==> src/rtl/rv32_pkg.sv <==
// Constants shared by the RV32 front end: reset/NOP values, fetch FSM
// encodings and the major opcodes decode also switches on.
package rv32_pkg;

  localparam logic [31:0] RV32_NOP_INST = 32'h0000_0013;
  localparam logic [31:0] RV32_RESET_PC = 32'h0000_0000;

  typedef logic [1:0] fetch_state_t;
  localparam fetch_state_t FETCH_IDLE = 2'd0;
  localparam fetch_state_t FETCH_REQ  = 2'd1;
  localparam fetch_state_t FETCH_HOLD = 2'd2;

  localparam logic [6:0] OPC_LUI    = 7'b0110111;
  localparam logic [6:0] OPC_AUIPC  = 7'b0010111;
  localparam logic [6:0] OPC_JAL    = 7'b1101111;
  localparam logic [6:0] OPC_JALR   = 7'b1100111;
  localparam logic [6:0] OPC_BRANCH = 7'b1100011;
  localparam logic [6:0] OPC_LOAD   = 7'b0000011;
  localparam logic [6:0] OPC_STORE  = 7'b0100011;
  localparam logic [6:0] OPC_OP_IMM = 7'b0010011;
  localparam logic [6:0] OPC_OP     = 7'b0110011;

  function automatic logic [31:0] word_align(input logic [31:0] addr);
    return {addr[31:2], 2'b00};
  endfunction

endpackage

==> src/rtl/ifetch_if.sv <==
// Instruction memory read port. A transfer happens in any cycle where req and
// ack are both high; addr is held stable from the first req cycle until ack.
interface ifetch_if;
  logic        req;
  logic [31:0] addr;
  logic        ack;
  logic [31:0] rdata;

  modport master (output req, output addr, input ack, input rdata);
  modport slave  (input req, input addr, output ack, output rdata);
endinterface

==> src/rtl/fetch_skid.sv <==
// One-entry pc/inst holding buffer used while decode stalls.
// Priority: clear over load over drain.
module fetch_skid
  import rv32_pkg::*;
(
  input  logic        clk,
  input  logic        rst,
  input  logic        load,
  input  logic        drain,
  input  logic        clear,
  input  logic [31:0] load_pc,
  input  logic [31:0] load_inst,
  output logic        valid,
  output logic [31:0] pc,
  output logic [31:0] inst
);

  logic        valid_q, valid_d;
  logic [31:0] pc_q, pc_d;
  logic [31:0] inst_q, inst_d;

  always_comb begin
    valid_d = valid_q;
    pc_d    = pc_q;
    inst_d  = inst_q;
    if (clear) begin
      valid_d = 1'b0;
    end else if (load) begin
      valid_d = 1'b1;
      pc_d    = load_pc;
      inst_d  = load_inst;
    end else if (drain) begin
      valid_d = 1'b0;
    end
  end

  always_ff @(posedge clk) begin
    if (rst) begin
      valid_q <= 1'b0;
      pc_q    <= RV32_RESET_PC;
      inst_q  <= RV32_NOP_INST;
    end else begin
      valid_q <= valid_d;
      pc_q    <= pc_d;
      inst_q  <= inst_d;
    end
  end

  assign valid = valid_q;
  assign pc    = pc_q;
  assign inst  = inst_q;

endmodule

==> src/rtl/ifetch.sv <==
// Instruction fetch stage: sequential word fetch, stall skid buffer and
// jump redirect with discard of in-flight data.
module ifetch
  import rv32_pkg::*;
#(
  parameter logic [31:0] RESET_PC = RV32_RESET_PC,
  parameter logic [31:0] NOP_INST = RV32_NOP_INST
) (
  input  logic         clk,
  input  logic         rst,
  input  logic         stall,
  input  logic         jump,
  input  logic [31:0]  jump_addr,
  ifetch_if.master     imem,
  output logic [31:0]  pc,
  output logic [31:0]  inst,
  output logic         inst_valid,
  output logic         misalign,
  output fetch_state_t state_dbg
);

  fetch_state_t state_q, state_d;
  logic [31:0]  fetch_pc_q, fetch_pc_d;
  logic [31:0]  pc_q, pc_d;
  logic [31:0]  inst_q, inst_d;
  logic [31:0]  tgt_q, tgt_d;
  logic         inst_valid_q, inst_valid_d;
  logic         misalign_q, misalign_d;
  logic         drop_q, drop_d;

  logic         skid_load, skid_drain, skid_clear, skid_valid;
  logic [31:0]  skid_pc, skid_inst;
  logic         req, accept;
  logic [31:0]  jump_tgt;

  assign req      = (state_q == FETCH_REQ);
  assign accept   = req && imem.ack;
  assign jump_tgt = word_align(jump_addr);

  fetch_skid u_skid (
    .clk       (clk),
    .rst       (rst),
    .load      (skid_load),
    .drain     (skid_drain),
    .clear     (skid_clear),
    .load_pc   (fetch_pc_q),
    .load_inst (imem.rdata),
    .valid     (skid_valid),
    .pc        (skid_pc),
    .inst      (skid_inst)
  );

  always_comb begin
    state_d      = state_q;
    fetch_pc_d   = fetch_pc_q;
    pc_d         = pc_q;
    inst_d       = inst_q;
    tgt_d        = tgt_q;
    inst_valid_d = inst_valid_q;
    drop_d       = drop_q;
    misalign_d   = jump && (jump_addr[1:0] != 2'b00);
    skid_load    = 1'b0;
    skid_drain   = 1'b0;
    skid_clear   = 1'b0;

    case (state_q)
      FETCH_IDLE: begin
        state_d = FETCH_REQ;
        if (jump) fetch_pc_d = jump_tgt;
      end
      FETCH_REQ: begin
        // Decode consumed whatever it held; show a bubble unless new data lands.
        if (!stall) begin
          inst_valid_d = 1'b0;
          inst_d       = NOP_INST;
        end
        if (accept) begin
          if (jump || drop_q) begin
            fetch_pc_d = jump ? jump_tgt : tgt_q;
            drop_d     = 1'b0;
          end else begin
            fetch_pc_d = fetch_pc_q + 32'd4;
            if (!stall) begin
              pc_d         = fetch_pc_q;
              inst_d       = imem.rdata;
              inst_valid_d = 1'b1;
            end else begin
              skid_load = 1'b1;
              state_d   = FETCH_HOLD;
            end
          end
        end else if (jump) begin
          // The address must stay put until memory answers; remember the target.
          drop_d = 1'b1;
          tgt_d  = jump_tgt;
        end
      end
      FETCH_HOLD: begin
        if (jump) begin
          fetch_pc_d = jump_tgt;
          state_d    = FETCH_REQ;
        end else if (!stall) begin
          pc_d         = skid_pc;
          inst_d       = skid_inst;
          inst_valid_d = skid_valid;
          skid_drain   = 1'b1;
          state_d      = FETCH_REQ;
        end
      end
      default: state_d = FETCH_IDLE;
    endcase

    if (jump) begin
      pc_d         = 32'd0;
      inst_d       = NOP_INST;
      inst_valid_d = 1'b0;
      skid_clear   = 1'b1;
    end
  end

  always_ff @(posedge clk) begin
    if (rst) begin
      state_q      <= FETCH_IDLE;
      fetch_pc_q   <= RESET_PC;
      pc_q         <= RESET_PC;
      inst_q       <= NOP_INST;
      tgt_q        <= RESET_PC;
      inst_valid_q <= 1'b0;
      misalign_q   <= 1'b0;
      drop_q       <= 1'b0;
    end else begin
      state_q      <= state_d;
      fetch_pc_q   <= fetch_pc_d;
      pc_q         <= pc_d;
      inst_q       <= inst_d;
      tgt_q        <= tgt_d;
      inst_valid_q <= inst_valid_d;
      misalign_q   <= misalign_d;
      drop_q       <= drop_d;
    end
  end

  assign imem.req   = req;
  assign imem.addr  = fetch_pc_q;
  assign pc         = pc_q;
  assign inst       = inst_q;
  assign inst_valid = inst_valid_q;
  assign misalign   = misalign_q;
  assign state_dbg  = state_q;

endmodule
==> src/flat_wrapper.sv <==
// flat-port wrapper written by rule: the top's interface ports become plain ports
module ifetch_flat import rv32_pkg::*;
#(
  parameter logic [31:0] RESET_PC = RV32_RESET_PC,
  parameter logic [31:0] NOP_INST = RV32_NOP_INST
)
  (clk, rst, stall, jump, jump_addr, pc, inst, inst_valid, misalign, state_dbg, imem_req, imem_addr, imem_ack, imem_rdata);
  ifetch_if imem_i ();
  input  logic clk;
  input  logic rst;
  input  logic stall;
  input  logic jump;
  input  logic [31:0] jump_addr;
  output logic [31:0] pc;
  output logic [31:0] inst;
  output logic inst_valid;
  output logic misalign;
  output fetch_state_t state_dbg;
  output wire logic [$bits(imem_i.req)-1:0] imem_req;
  output wire logic [$bits(imem_i.addr)-1:0] imem_addr;
  input wire logic [$bits(imem_i.ack)-1:0] imem_ack;
  input wire logic [$bits(imem_i.rdata)-1:0] imem_rdata;
  assign imem_req = imem_i.req;
  assign imem_addr = imem_i.addr;
  assign imem_i.ack = imem_ack;
  assign imem_i.rdata = imem_rdata;
  ifetch #(.RESET_PC(RESET_PC), .NOP_INST(NOP_INST)) u_core (.clk(clk), .rst(rst), .stall(stall), .jump(jump), .jump_addr(jump_addr), .imem(imem_i), .pc(pc), .inst(inst), .inst_valid(inst_valid), .misalign(misalign), .state_dbg(state_dbg));
endmodule
==> config.mk <==
export PLATFORM = sky130hd
export DESIGN_NAME = ifetch_flat
export DESIGN_NICKNAME = d
export VERILOG_FILES = /design/src/rtl/rv32_pkg.sv /design/src/rtl/ifetch_if.sv /design/src/rtl/fetch_skid.sv /design/src/rtl/ifetch.sv /design/src/flat_wrapper.sv
export SDC_FILE = /design/constraint.sdc
export NUM_CORES = 1
export LEC_CHECK = 0
export ABC_AREA = 0
export CAP_MARGIN = 30
export CELL_PAD_IN_SITES_DETAIL_PLACEMENT = 1
export CELL_PAD_IN_SITES_GLOBAL_PLACEMENT = 2
export CORE_MARGIN = 2
export CORE_UTILIZATION = 30
export DETAILED_ROUTE_END_ITERATION = 8
export HOLD_SLACK_MARGIN = 0.1
export PLACE_DENSITY = 0.83
export SKIP_CTS_REPAIR_TIMING = 1
export SLEW_MARGIN = 20
export SYNTH_ARGS = -nofsm -noshare
export SYNTH_HDL_FRONTEND = slang
export SYNTH_SLANG_ARGS = --single-unit
==> constraint.sdc <==
create_clock -name clk -period 2.6 [get_ports clk]
set_input_delay 0.52 -clock clk [delete_from_list [all_inputs] [get_ports clk]]
set_output_delay 0.52 -clock clk [all_outputs]
set_load 0.1 [all_outputs]
Yosys cells after proc, flatten, opt, wreduce, memory -nomap -nowiden
Cells that the tools add are included.
{ "totals": {"ff_bits": 198, "elab_cells": 84} }
{ "op_classes": {"eq_ne": 10, "n_mux": 41, "addsub": 1, "bitwise": 2, "n_reduce_logical": 19} }
{ "op_table": {"columns": ["operator", "n"], "rows": [
  ["two-way mux 32 bit", 13],
  ["case mux 32 bit (2 select lines)", 3],
  ["adder 32 x 3 -> 32 bit, second input constant", 1],
  ["two-way mux 1 bit", 18],
  ["!= test 2 bit, second input constant", 6],
  ["two-way mux 2 bit", 5],
  ["nonzero test 2 bit", 5],
  ["case mux 2 bit (3 select lines)", 1],
  ["AND reduction 2 bit", 3],
  ["AND reduction 3 bit", 2],
  ["OR reduction 2 bit", 3],
  ["AND reduction 5 bit", 1],
  ["AND reduction 4 bit", 1],
  ["!= test 3 bit, second input constant", 1],
  ["== test 2 x 1 -> 1 bit, second input constant", 1],
  ["== test 2 bit, second input constant", 1],
  ["logical AND 1 bit", 2],
  ["zero test 2 bit", 1],
  ["!= test 2 x 1 -> 1 bit, second input constant", 1],
  ["NOT 1 bit", 2],
  ["case mux 1 bit (2 select lines)", 1],
  ["logical OR 1 bit", 1]
]} }

Logic depth before layout (Yosys ltp)
Gate-level depths: netlist of run 1.
{ "logic_depth": {"ltp_word": 5, "depth_mapped": 9, "depth_no_buf": 6} }

Hierarchy
From an unflattened synthesis of run 1, not the netlist that was laid out.
{ "hier_totals": {"cells_unflattened": 1156, "hier_area_um2": 9771.9} }
{ "by_module_without_submodules": {"columns": ["module", "area_each_um2", "cells_each", "seq_area_each_um2", "n_inst"], "rows": [
  ["ifetch", 6636.4, 862, 2662.6, 1],
  ["fetch_skid", 3135.5, 294, 1301.2, 1]
]} }

Worst setup path after synthesis of run 1
No wires, ideal clock.
{ "synth_path": {"path_type": "register to register", "start": "reg u_core.fetch_pc_q[11], in the netlist u_core.imem.addr[11]", "end": "reg u_core.fetch_pc_q[31], in the netlist u_core.imem.addr[31]", "synth_period_minus_slack_ns": 2.872, "t_required_ns": 2.484, "path_stages_with_launch": 8, "n_path_buf": 2, "path_slack_ns": -0.272, "arrival_time_ns": 2.756, "cell_sequence": "dfxtp_1 -> buf_2 -> nand4_2 -> or4_1 -> buf_6 -> nor3b_2 -> mux2_1 -> and3_1"} }
{ "synth_between": {"elab_chain_cells": 4} }
{ "synth_lines": {"columns": ["element", "line", "text"], "rows": [
  ["from (decl)", "ifetch.sv:23", "logic [31:0] fetch_pc_q, fetch_pc_d;"],
  ["from (signal assigned)", "ifetch.sv:133", "fetch_pc_q <= fetch_pc_d;"],
  ["adder 32 x 3 -> 32 bit", "ifetch.sv:82", "fetch_pc_d = fetch_pc_q + 32'd4;"],
  ["two-way mux 32 bit", "ifetch.sv:78", "if (jump || drop_q) begin"],
  ["two-way mux 32 bit", "ifetch.sv:77", "if (accept) begin"],
  ["case mux 32 bit (2 select lines)", "ifetch.sv:66", "case (state_q)"]
]} }
No other way between the ends. The select of a mux whose other input is x is not followed.
A chain may end at the register's enable or synchronous reset.

Final worst setup path of run 1
{ "layout_path": {"start": "reg u_core.state_q[0], in the netlist u_core.state_dbg[0]", "end": "out imem_req"} }
{ "layout_between": {"elab_chain_cells": 1} }
{ "layout_lines": {"columns": ["element", "line", "text"], "rows": [
  ["from (decl)", "ifetch.sv:22", "fetch_state_t state_q, state_d;"],
  ["from (signal assigned)", "ifetch.sv:132", "state_q <= state_d;"],
  ["== test 2 x 1 -> 1 bit", "ifetch.sv:36", "assign req = (state_q == FETCH_REQ);"],
  ["to (decl)", "flat_wrapper.sv:19", "output wire logic [$bits(imem_i.req)-1:0] imem_req;"]
]} }
No other way between the ends.

==> reports/metrics.csv, run 1 <==
metric,value,unit
Vias/cell,5.22,
outcome,"complete, no violations",
reg2reg setup slack,390,ps
Total GRT Usage,21.0,%
H-tree Lvls,4,
# IOs,170,
CTS Buffer Depth,2,
WL/cell,19.4,um
final-report setup violation count,0,
PnR worst setup slack,196,ps
top-area cell type share of the netlist area,44.9,%
routed via count,8777,
Crit path required time,2080,ps
xor/xnor share of the synthesized area,1.19,%
cells after synthesis,1138,
P&R area growth vs syn,31.5,%
Crit. End Element,output pin,
final antenna-violating net count,0,
Max-slew headroom,62.1,%
Clock Latency Late Sink,450,ps
"Cell Chain, Critical Path",nand2b_1 -> inv_1 -> buf_12,
"Max FO, Critical Path",19,
multiplexer share of the synthesized area,0.808,%
Synth Area in Compound Gates,23.5,%
max-cap violations,0,
Synth Warn #,0,
TNS Setup,0,ps
share of layout cells above drive strength 1,17.6,%
Cell Rows,62,
Hold Crit Start,u_core.tgt_q[30]$_SDFFE_PP0P_,
initial antenna violation count,0,
Tightest Pin Transition,564,ps
Die W,176,um
Fin. Hold Viols,0,
gpl congestion,0.852,
core area,28900,um^2
RSZ-0062 raised after global routing,false,
CTS root buffer,clkbuf_16,
drt drc,0,
Initial Utilization,30.6,%
Final nets,1356,
Placement Setup Slack,124,ps
"Primary FF master, synth",dfxtp_1,
Peak VDD IR,0.329,mV
R2R Path Start,u_core.imem.addr[14]$_SDFFE_PP0P_,
WHS Endpoint,u_core.tgt_q[30]$_SDFFE_PP0P_,
synth cell count leaders,"287 x nand2_1, 198 x dfxtp_1, 127 x a21oi_1",
"area leader, netlist",dfxtp_1,
P_leak,4.19,nW
Post-Syn Area,8830,um^2
syn_area_per_cell,7.76,um^2
Max Clk Rate,0.416,GHz
Worst Hold Depth,2,
pwr dens,635,nW/um^2
Clock Skew,17.1,ps
Chip Height,176,um
CP arrival,1880,ps
Inserted Clock Buffers,17,
Critical-path top delay cell,dfxtp_2,
vias in the first global route,8876,
Setup CP Type,reg2out,
largest family of logic cells by synthesized area,simple AND/OR/NAND/NOR gates,
"wirelength, routed",32.7,mm
post-synth cell types,63,
Post-Syn Nets,1208,
"FFs w/ async S/R, synth",0,%
synthesized flop and latch total,198,
clk sink count,198,
"Reg clk slew, reported paths",80,ps
First DRT Iteration DRCs,481,
n_diodes,0,
HPWL Detailed,21.9,mm
Post-Synth Simple-Gate Area,23.8,%
Worst Hold Class,reg2reg,
Worst R2R Path Depth,5,
pin count of the biggest net entering global routing,65,
CTS tree,done,
final max-slew violation count,0,
total die area,30800,um^2
Tmin final,2400,ps
Synth Area in Adders,0.142,%
Pre-antenna DRT Iters,4,
Port Buffer Count,169,
Startpoint Class,flop,
first-pass GRT wire length,51.2,mm
top-count cell post-synth,nand2_1,
period utilization,92.5,%
"Seq/Total Area, Yosys",44.9,%
top post-synthesis cells by area,"dfxtp_1 45%, nand2_1 12%, a21oi_1 7.2%",
global route overflow,0,
worst r2r dst,u_core.imem.addr[31]$_SDFFE_PP0P_,
critical path's largest stage delay,610,ps
Post-synth EDFFs,0,
==> metal layers <==
layer | wire [um] | global-route usage, %
met2 | 15500 | 35.2
met1 | 15500 | 28.3
met4 | 326 | 4.30
met3 | 1400 | 3.94
met5 | 0 | 0
==> layout make-up <==
| cell class | count | area [um^2] |
|---|---|---|
| timing repair buffer | 235 | 2060 |
| clock buffer | 18 | 429 |
| clock inverter | 14 | 180 |
| inverter | 18 | 67.6 |
| tap | 384 | 480 |
| fill | 3439 | 17200 |
| multi-input combinational | 816 | 4420 |
| sequential | 198 | 3980 |
==> where the power goes <==
group / leakage, nW / internal [mW] / switching (mW)
registers: 1.61 / 3.13 / 0.111
logic: 2.29 / 0.414 / 0.967
clock network: 0.293 / 1.32 / 1.43
total: 4.19 / 4.86 / 2.51
==> cell families after synthesis <==
group                      after synthesis
AOI/OAI and AO/OA                      311
buffers and inverters                  124
DFF                                    198
muxes                                    7
adders and majority gates                1
xor gates and xnor gates                12
and+or+nand+nor                        485
==> worst max-delay path by stage <==
stage | startpoint | endpoint | depth (start not counted)
after floorplan | u_core.imem.addr[9]$_SDFFE_PP0P_ | u_core.imem.addr[31]$_SDFFE_PP0P_ | 6
after global placement | jump | u_core.imem.addr[31]$_SDFFE_PP0P_ | 7
after detailed placement | jump | u_core.imem.addr[31]$_SDFFE_PP0P_ | 7
after CTS | u_core.state_dbg[0]$_SDFFE_PP0P_ | imem_req | 3
after global routing | u_core.state_dbg[0]$_SDFFE_PP0P_ | imem_req | 3
final | u_core.state_dbg[0]$_SDFFE_PP0P_ | imem_req | 3
==> through the flow <==
stage | power (mW) | utilization [%] | instances | instance area, um^2 | hold slack [ps]
6_report | 7.37 | 40.2 | 1683 | 11600 | 455
5_1_grt | 7.64 | 40.2 | 1683 | 11600 | 475
4_1_cts | 7.43 | 40.2 | 1683 | 11600 | 457
3_5_place_dp | 4.69 | 38.1 | 1651 | 11000 | 446
3_3_place_gp | 4.67 | 38.1 | 1651 | 11000 | 439
2_1_floorplan | 4.15 | - | 1138 | 8840 | 432
==> worst max-delay path, delay by kind of cell, from the launching register on <==
| kind | cells | cell delay (ps) |
|---|---|---|
| flops | 1 | 610 |
| simple gates | 1 | 300 |
| buf+inv | 2 | 530 |
==> cell usage in the layout (no fill, tap or decap), types with 6 or more instances in the layout <==
master	count
nor2_1	91
o22ai_1	6
nand2_1	286
nor3_1	20
a21oi_1	127
o211ai_1	20
dfxtp_2	11
or3_1	8
a211oi_1	10
buf_4	158
a311oi_1	32
a22o_1	29
a22oi_1	29
nor4_1	7
and3_1	9
nand4_1	10
xnor2_1	8
inv_1	18
buf_12	10
nand2b_1	6
clkdlybuf4s50_1	67
dfxtp_1	187
mux2i_1	6
o21ai_0	23
clkbuf_16	17
nand3_1	18
No activity file was read; power rests on OpenSTA's default activity.
==> inputs of run 2 (changes only) <==
Settings changed: CTS_CLUSTER_DIAMETER set to 120, SKIP_LAST_GASP set to 1.
==> results of run 2 <==
Same layout as run 1: the final DEF is identical, and so are final timing and power.
